$ cat src/rtl/cdc_sync_fifo.sv
// Single-clock show-ahead FIFO with ready/valid handshakes on both ports.
// Define CDC_SYNC_FIFO_ERR_FLAGS_EN to add sticky ovf/udf error outputs.
module cdc_sync_fifo #(
  parameter int DATA_WIDTH = 8,
  parameter int DEPTH      = 8
) (
  input  logic                    clk,
  input  logic                    rst_n,
  input  logic [DATA_WIDTH-1:0]   wdata,
  input  logic                    wput,
  output logic                    wrdy,
  output logic [DATA_WIDTH-1:0]   rdata,
  input  logic                    rget,
  output logic                    rrdy,
  output logic [$clog2(DEPTH):0]  level
`ifdef CDC_SYNC_FIFO_ERR_FLAGS_EN
  ,
  output logic                    ovf,
  output logic                    udf
`endif
);

  localparam int          AW         = $clog2(DEPTH);
  localparam logic [AW:0] FULL_LEVEL = (AW+1)'(DEPTH);
  localparam logic [AW:0] ONE        = (AW+1)'(1);

  logic [DATA_WIDTH-1:0] mem_q [DEPTH];
  logic [AW:0]           wptr_q, wptr_d;
  logic [AW:0]           rptr_q, rptr_d;
  logic [AW:0]           level_q, level_d;
  logic                  push, pop;

  // Handshake flags depend only on registered occupancy, never on wput/rget.
  assign wrdy  = (level_q != FULL_LEVEL);
  assign rrdy  = (level_q != '0);
  assign push  = wput && wrdy;
  assign pop   = rget && rrdy;
  assign level = level_q;
  assign rdata = rrdy ? mem_q[rptr_q[AW-1:0]] : '0;

  // NOTE: every always_comb output gets a default first so no latch is inferred.
  always_comb begin
    wptr_d  = wptr_q;
    rptr_d  = rptr_q;
    level_d = level_q;
    if (push) wptr_d = wptr_q + ONE;
    if (pop)  rptr_d = rptr_q + ONE;
    case ({push, pop})
      2'b10:   level_d = level_q + ONE;
      2'b01:   level_d = level_q - ONE;
      default: level_d = level_q;
    endcase
  end

  // NOTE: sequential state uses non-blocking assignments so all flops update together.
  always_ff @(posedge clk) begin
    if (!rst_n) begin
      wptr_q  <= '0;
      rptr_q  <= '0;
      level_q <= '0;
    end else begin
      wptr_q  <= wptr_d;
      rptr_q  <= rptr_d;
      level_q <= level_d;
    end
  end

  // NOTE: storage is deliberately not reset; cleared pointers make stale words unreachable.
  always_ff @(posedge clk) begin
    if (rst_n && push) mem_q[wptr_q[AW-1:0]] <= wdata;
  end

`ifdef CDC_SYNC_FIFO_ERR_FLAGS_EN
  logic ovf_q, ovf_d;
  logic udf_q, udf_d;

  always_comb begin
    ovf_d = ovf_q | (wput & ~wrdy);
    udf_d = udf_q | (rget & ~rrdy);
  end

  always_ff @(posedge clk) begin
    if (!rst_n) begin
      ovf_q <= 1'b0;
      udf_q <= 1'b0;
    end else begin
      ovf_q <= ovf_d;
      udf_q <= udf_d;
    end
  end

  assign ovf = ovf_q;
  assign udf = udf_q;
`endif

endmodule

$ cat config.mk
export PLATFORM = sky130hd
export DESIGN_NAME = cdc_sync_fifo
export DESIGN_NICKNAME = d
export VERILOG_FILES = /design/src/rtl/cdc_sync_fifo.sv
export SDC_FILE = /design/constraint.sdc
export NUM_CORES = 1
export LEC_CHECK = 0
export ABC_AREA = 1
export BUFFER_PORTS_ARGS = -buffer_cell sky130_fd_sc_hd__buf_2
export CORE_MARGIN = 4
export CORE_UTILIZATION = 50
export CTS_CLUSTER_SIZE = 12
export DETAILED_ROUTE_END_ITERATION = 8
export GPL_TIMING_DRIVEN = 0
export PLACE_DENSITY = 0.76
export SYNTH_ARGS = -nofsm -noshare
export SYNTH_HDL_FRONTEND = slang
export SYNTH_SLANG_ARGS = --single-unit
export TNS_END_PERCENT = 1
$ cat constraint.sdc
create_clock -name clk -period 3.5 [get_ports clk]
set_input_delay 0.7 -clock clk [delete_from_list [all_inputs] [get_ports clk]]
set_output_delay 0.7 -clock clk [all_outputs]
set_load 0.03 [all_outputs]
======== Word-level counts from Yosys, hierarchy flattened ========
Memory sizes are Yosys's and may differ from the RTL's. A register that Yosys moved wholly into a read port is not among the register bits.
Index checks and enable logic that the tools add are counted.
word-level totals
  latch bits .............................. 0
  bits in registers ....................... 12
  bits of input ports ..................... 12
  memories kept ........................... 1
  bits in read-only memories .............. 0
  memory bits (writable) .................. 64
operators by class
  multiplexer cells ....................... 6
  multiply operators ...................... 0
  eq/ne operators ......................... 3
  reductions and logical operators ........ 5
  $add $sub $neg .......................... 4
  shift-type cells ........................ 0
  bitwise operators ....................... 0
  divide/modulo/power cells ............... 0
  $lt $le $gt $ge ......................... 0
memory list
  memory  depth  width  rd ports  clocked after Yosys merged registers in  write ports  line  RTL
  mem_q   8      8      1         1                                        1            27    logic [DATA_WIDTH-1:0] mem_q [DEPTH];
operators with widths
  cell                   number
  $add A4 B1 Y4 const B  3
  $mux W8                1
  $pmux W4 S2            1
  $mux W3                2
  $ne A4 B4 Y1 const B   1
  $reduce_bool A4 Y1     1
  $sub A4 B1 Y4 const B  1
  $logic_and A1 B1 Y1    3
  $eq A2 B1 Y1 const B   1
  $eq A2 B2 Y1 const B   1
  $mux W1                2
  $reduce_bool A2 Y1     1

======== Logic depth before layout (Yosys ltp) ========
  word-level depth ........................ 5
  depth in mapped cells ................... 14
  depth with buffers taken out ............ 14

======== Worst setup path after synthesis ========
OpenSTA, ideal clock, no wires.
  path kind ............................... reg-to-reg
  from .................................... reg level_q[0], in the netlist level[0]
  to ...................................... mem mem_q[0][0] (enable)
  stages on the path, launching flop included .. 7
  period minus slack after synthesis ...... 2.141 ns
  arrival time ............................ 1.758 ns
  slack ................................... 1.359 ns
  setup time .............................. 0.383 ns
  required time ........................... 3.117 ns
  path through ............................ dfxtp_1 > nor2_4 > nand3_2 > nand2_4 > inv_2 > nand2_1 > nor3_1
on the way
  cells in the longest elaborated chain, start to end .. 5
RTL lines
  element                        line  RTL
  start: declaration             30    logic [AW:0] level_q, level_d;
  start signal: assignment       64    level_q <= level_d;
  $ne A4 B4 Y1                   34    assign wrdy = (level_q != FULL_LEVEL);
  net wrdy                       11    output logic wrdy,
  $logic_and A1 B1 Y1            36    assign push = wput && wrdy;
  $logic_and A1 B1 Y1            70    if (rst_n && push) mem_q[wptr_q[AW-1:0]] <= wdata;
  $mux W1                        70
  $mux W1 (implied by the code)  70
  end: declaration               27
The timed path passes the listed nets, and every way through them passes these cells.

==> flow_summary_export.csv <==
group,metric,value,unit
yosys,synth.ff_latch_count,77,
yosys,synth_ff_type,"edfxtp_1",
power_and_ir_drop,p_per_area,818,mW/mm^2
global_routing,antenna_found_initial,0,
sta,finalSetupTns,0,ns
clock_network,clock_sinks,77,
yosys,syn_area_per_cell,11.5,sq um
min_path,min_path_type,"reg2reg",
yosys,synth.distinct_cells,28,
drt,viasPerCell,5.42,
floorplanning,start_util,51.3,%
power_and_ir_drop,p_leak,1.40,nW
sta,rsz0062_at_grt,"no",
worst_setup_path,arrival,1.80,ns
sta,slew_headroom,12.4,%
yosys,synth_nets,301,
outcome,status,"finished, final reports clean",
flow_run,cap_viol_max_count,0,
layout,n_antenna_cell,0,
clock_network,postCtsSetupRepairBufs,0,
worst_setup_path,r2r-end,"mem_q[4][1]$_DFFE_PP_",
placement,hpwl,4410,um
min_path,holdPathEnd,"rptr_q[1]$_SDFFE_PN0P_",
floorplanning,die_h,88.7,um
clock_network,cts_max_level,3,
layout,fin_util,58.4,%
clock_network,clockRootBuffer,"clkbuf_8",
worst_setup_path,rr_worst_depth,6,
sta,worst_pin_slew,1.30,ns
clock_network,hold_buffers,0,
yosys,synth_area,0.00325,sq mm
layout,nFillCells,527,
placement,place.gp.congestion,0.833,
global_routing,grt_first_pass_wirelength,10500,um
drt,drc_errors,0,
sta,timing_hold_violations_final,0,
clock_network,cts_resized,0,
yosys,synth_warnings,0,
clock_network,cts_tree,"done",
worst_setup_path,crit_type,"reg2out",
drt,drt-initial-drc-count,123,
global_routing,gr-usage-all-layers,18.6,%
floorplanning,die_area,0.00786,sq mm
worst_setup_path,crit_path_start_kind,"register",
global_routing,grt_overflow,0,
sta,period_needed,2.50,ns
clock_network,cts_buffer_depth,2,
sta,period_share,71.3,%
yosys,synth-edff-count,64,
global_routing,grt_pass1_vias,2120,
sta,slew_violations,0,
worst_setup_path,r2r_slack,1.20,ns
worst_setup_path,crit_required,2.80,ns
min_path,worstHoldPathCells,2,
yosys,async_flop_share,0,%
yosys,synthCells,284,
worst_setup_path,timing.rr.start,"level[0]$_SDFFE_PN0P_",
floorplanning,ios,26,
power_and_ir_drop,irDropWorstVdd,0.500,mV
drt,drt_pass1_iterations,5,
floorplanning,row_count,29,
drt,via_count,2178,
drt,wl,6600,um
sta,fin_worst_skew,0.0121,ns
yosys,ys_seq_area_share,67.1,%
worst_setup_path,crit_fanout,10,
layout,drive_gt1_share,19.4,%
clock_network,clock_latency,0.34,ns
sta,whs,0.522,ns
layout,areaGrowthSynthToFinish,13.9,%
clock_network,cts_buffers,9,
placement,dp_slack,0.748,ns
global_routing,grt_start_max_net_pins,13,
clock_network,clk_pin_slew,0.08,ns
min_path,min_from,"rptr_q[1]$_SDFFE_PN0P_",
drt,wire_per_inst,16.4,um
drt,final_antenna_net_count,0,
worst_setup_path,worstSetupEndpointType,"primary output",
sta,setup_viol,0,
floorplanning,core-area,0.00635,sq mm
floorplanning,dieWidth,88.7,um
sta,setup_ws,1.00,ns
layout,final_nets,337,
sta,fmax,401,MHz
placement,port_buffers,25,
-- per-stage QoR --
stage	std cells	total power [mW]	instance area, sq um
after floorplan	284	1.97	3250
after global placement	386	2.26	3480
after detailed placement	386	2.28	3480
after global routing	402	3.21	3710
after CTS	402	3.04	3710
final	402	3.03	3710
-- worst max path at each step --
stage	cells after the start	slack [ns]	startpoint	endpoint
after global routing	6	0.84	register	rdata[1]
after floorplan	6	1.36	level[0]$_SDFFE_PN0P_	mem_q[0][0]$_DFFE_PP_
final	6	1.00	register	rdata[1]
after CTS	6	1.01	register	rdata[1]
after global placement	4	0.76	rst_n	mem_q[6][3]$_DFFE_PP_
after detailed placement	4	0.75	rst_n	mem_q[4][3]$_DFFE_PP_
-- placed cells by master, fill, tap and decap left out --
master / n
buf_2: 26
nand3_1: 4
xnor2_1: 2
nand2_4: 2
nand3_4: 1
clkbuf_1: 4
o211ai_1: 7
edfxtp_1: 64
o21ai_2: 2
buf_4: 4
and3_1: 1
nand2_1: 21
o211ai_2: 1
nor3_1: 5
inv_4: 1
inv_1: 14
nor2_2: 2
clkbuf_8: 9
o22ai_1: 8
o21ai_1: 34
nor2_1: 65
nor2_4: 1
nand3_2: 2
ha_1: 5
o21ai_0: 6
inv_2: 4
a21oi_1: 8
bufinv_16: 3
clkinv_1: 1
dfxtp_1: 13
clkinv_2: 1
buf_6: 4
-- cell usage after synthesis (all sizes together), types with 7 or more instances --
| cell | n | area share (%) |
|---|---|---|
| dfxtp | 13 | 8.0 |
| nor2 | 68 | 8.2 |
| nand2 | 23 | 3.1 |
| a21oi | 8 | 1.2 |
| buf | 9 | 2.5 |
| o21ai | 42 | 6.7 |
| o22ai | 8 | 1.5 |
| inv | 19 | 2.3 |
| o211ai | 8 | 2.0 |
| edfxtp | 64 | 59 |
| nand3 | 7 | 1.8 |
-- layout make-up --
cell class | count | area [sq um] | share of cell area, %
clock inverters | 5 | 98.8 | 2.67
inverters | 19 | 73.8 | 1.99
multi-input cells | 177 | 911 | 24.6
clock buffers | 11 | 131 | 3.54
well taps | 77 | 96.3 | 2.60
plain buffers | 11 | 87.6 | 2.36
repair buffers | 25 | 125 | 3.38
flip-flops and latches | 77 | 2180 | 58.9
-- state kept, by name (all words and copies together) (netlist names), named ones only --
name and cells:
rptr_q 3, level 4, wptr_q 3, mem_q 64
-- metal layers --
metal	vias to the layer above	GRT usage [%]	routed length, um
li1	1070	-	-
met1	1020	23.0	2790
met3	14	5.12	484
met5	-	0	0
met4	0	9.62	187
met2	74	29.7	3140
-- critical path, stage by stage (launching register included) --
cell	delay, ns
dfxtp_1	0.47
buf_4	0.24
o21ai_1	0.08
o22ai_1	0.21
nor2_1	0.07
nor2_1	0.15
buf_2	0.22
-- power by group --
group          switching (mW)  internal, mW  leakage (nW)  total [mW]
sequential             0.0752          1.06         0.685        1.14
combinational           0.768         0.355         0.598        1.12
clock                   0.303         0.471         0.115       0.773
total                    1.15          1.89          1.40        3.03
-- logic make-up after synthesis --
group	count (synthesis)	synth area share, %
buffers and inverters	30	4.96
adder cells (fa/ha/maj)	5	1.92
AO/OA/AOI/OAI	66	11.5
flip-flops	77	67.1
AND/OR/NAND/NOR	104	14.1
XOR/XNOR	2	0.538
Note: power is estimated with default switching activity, not from simulation.
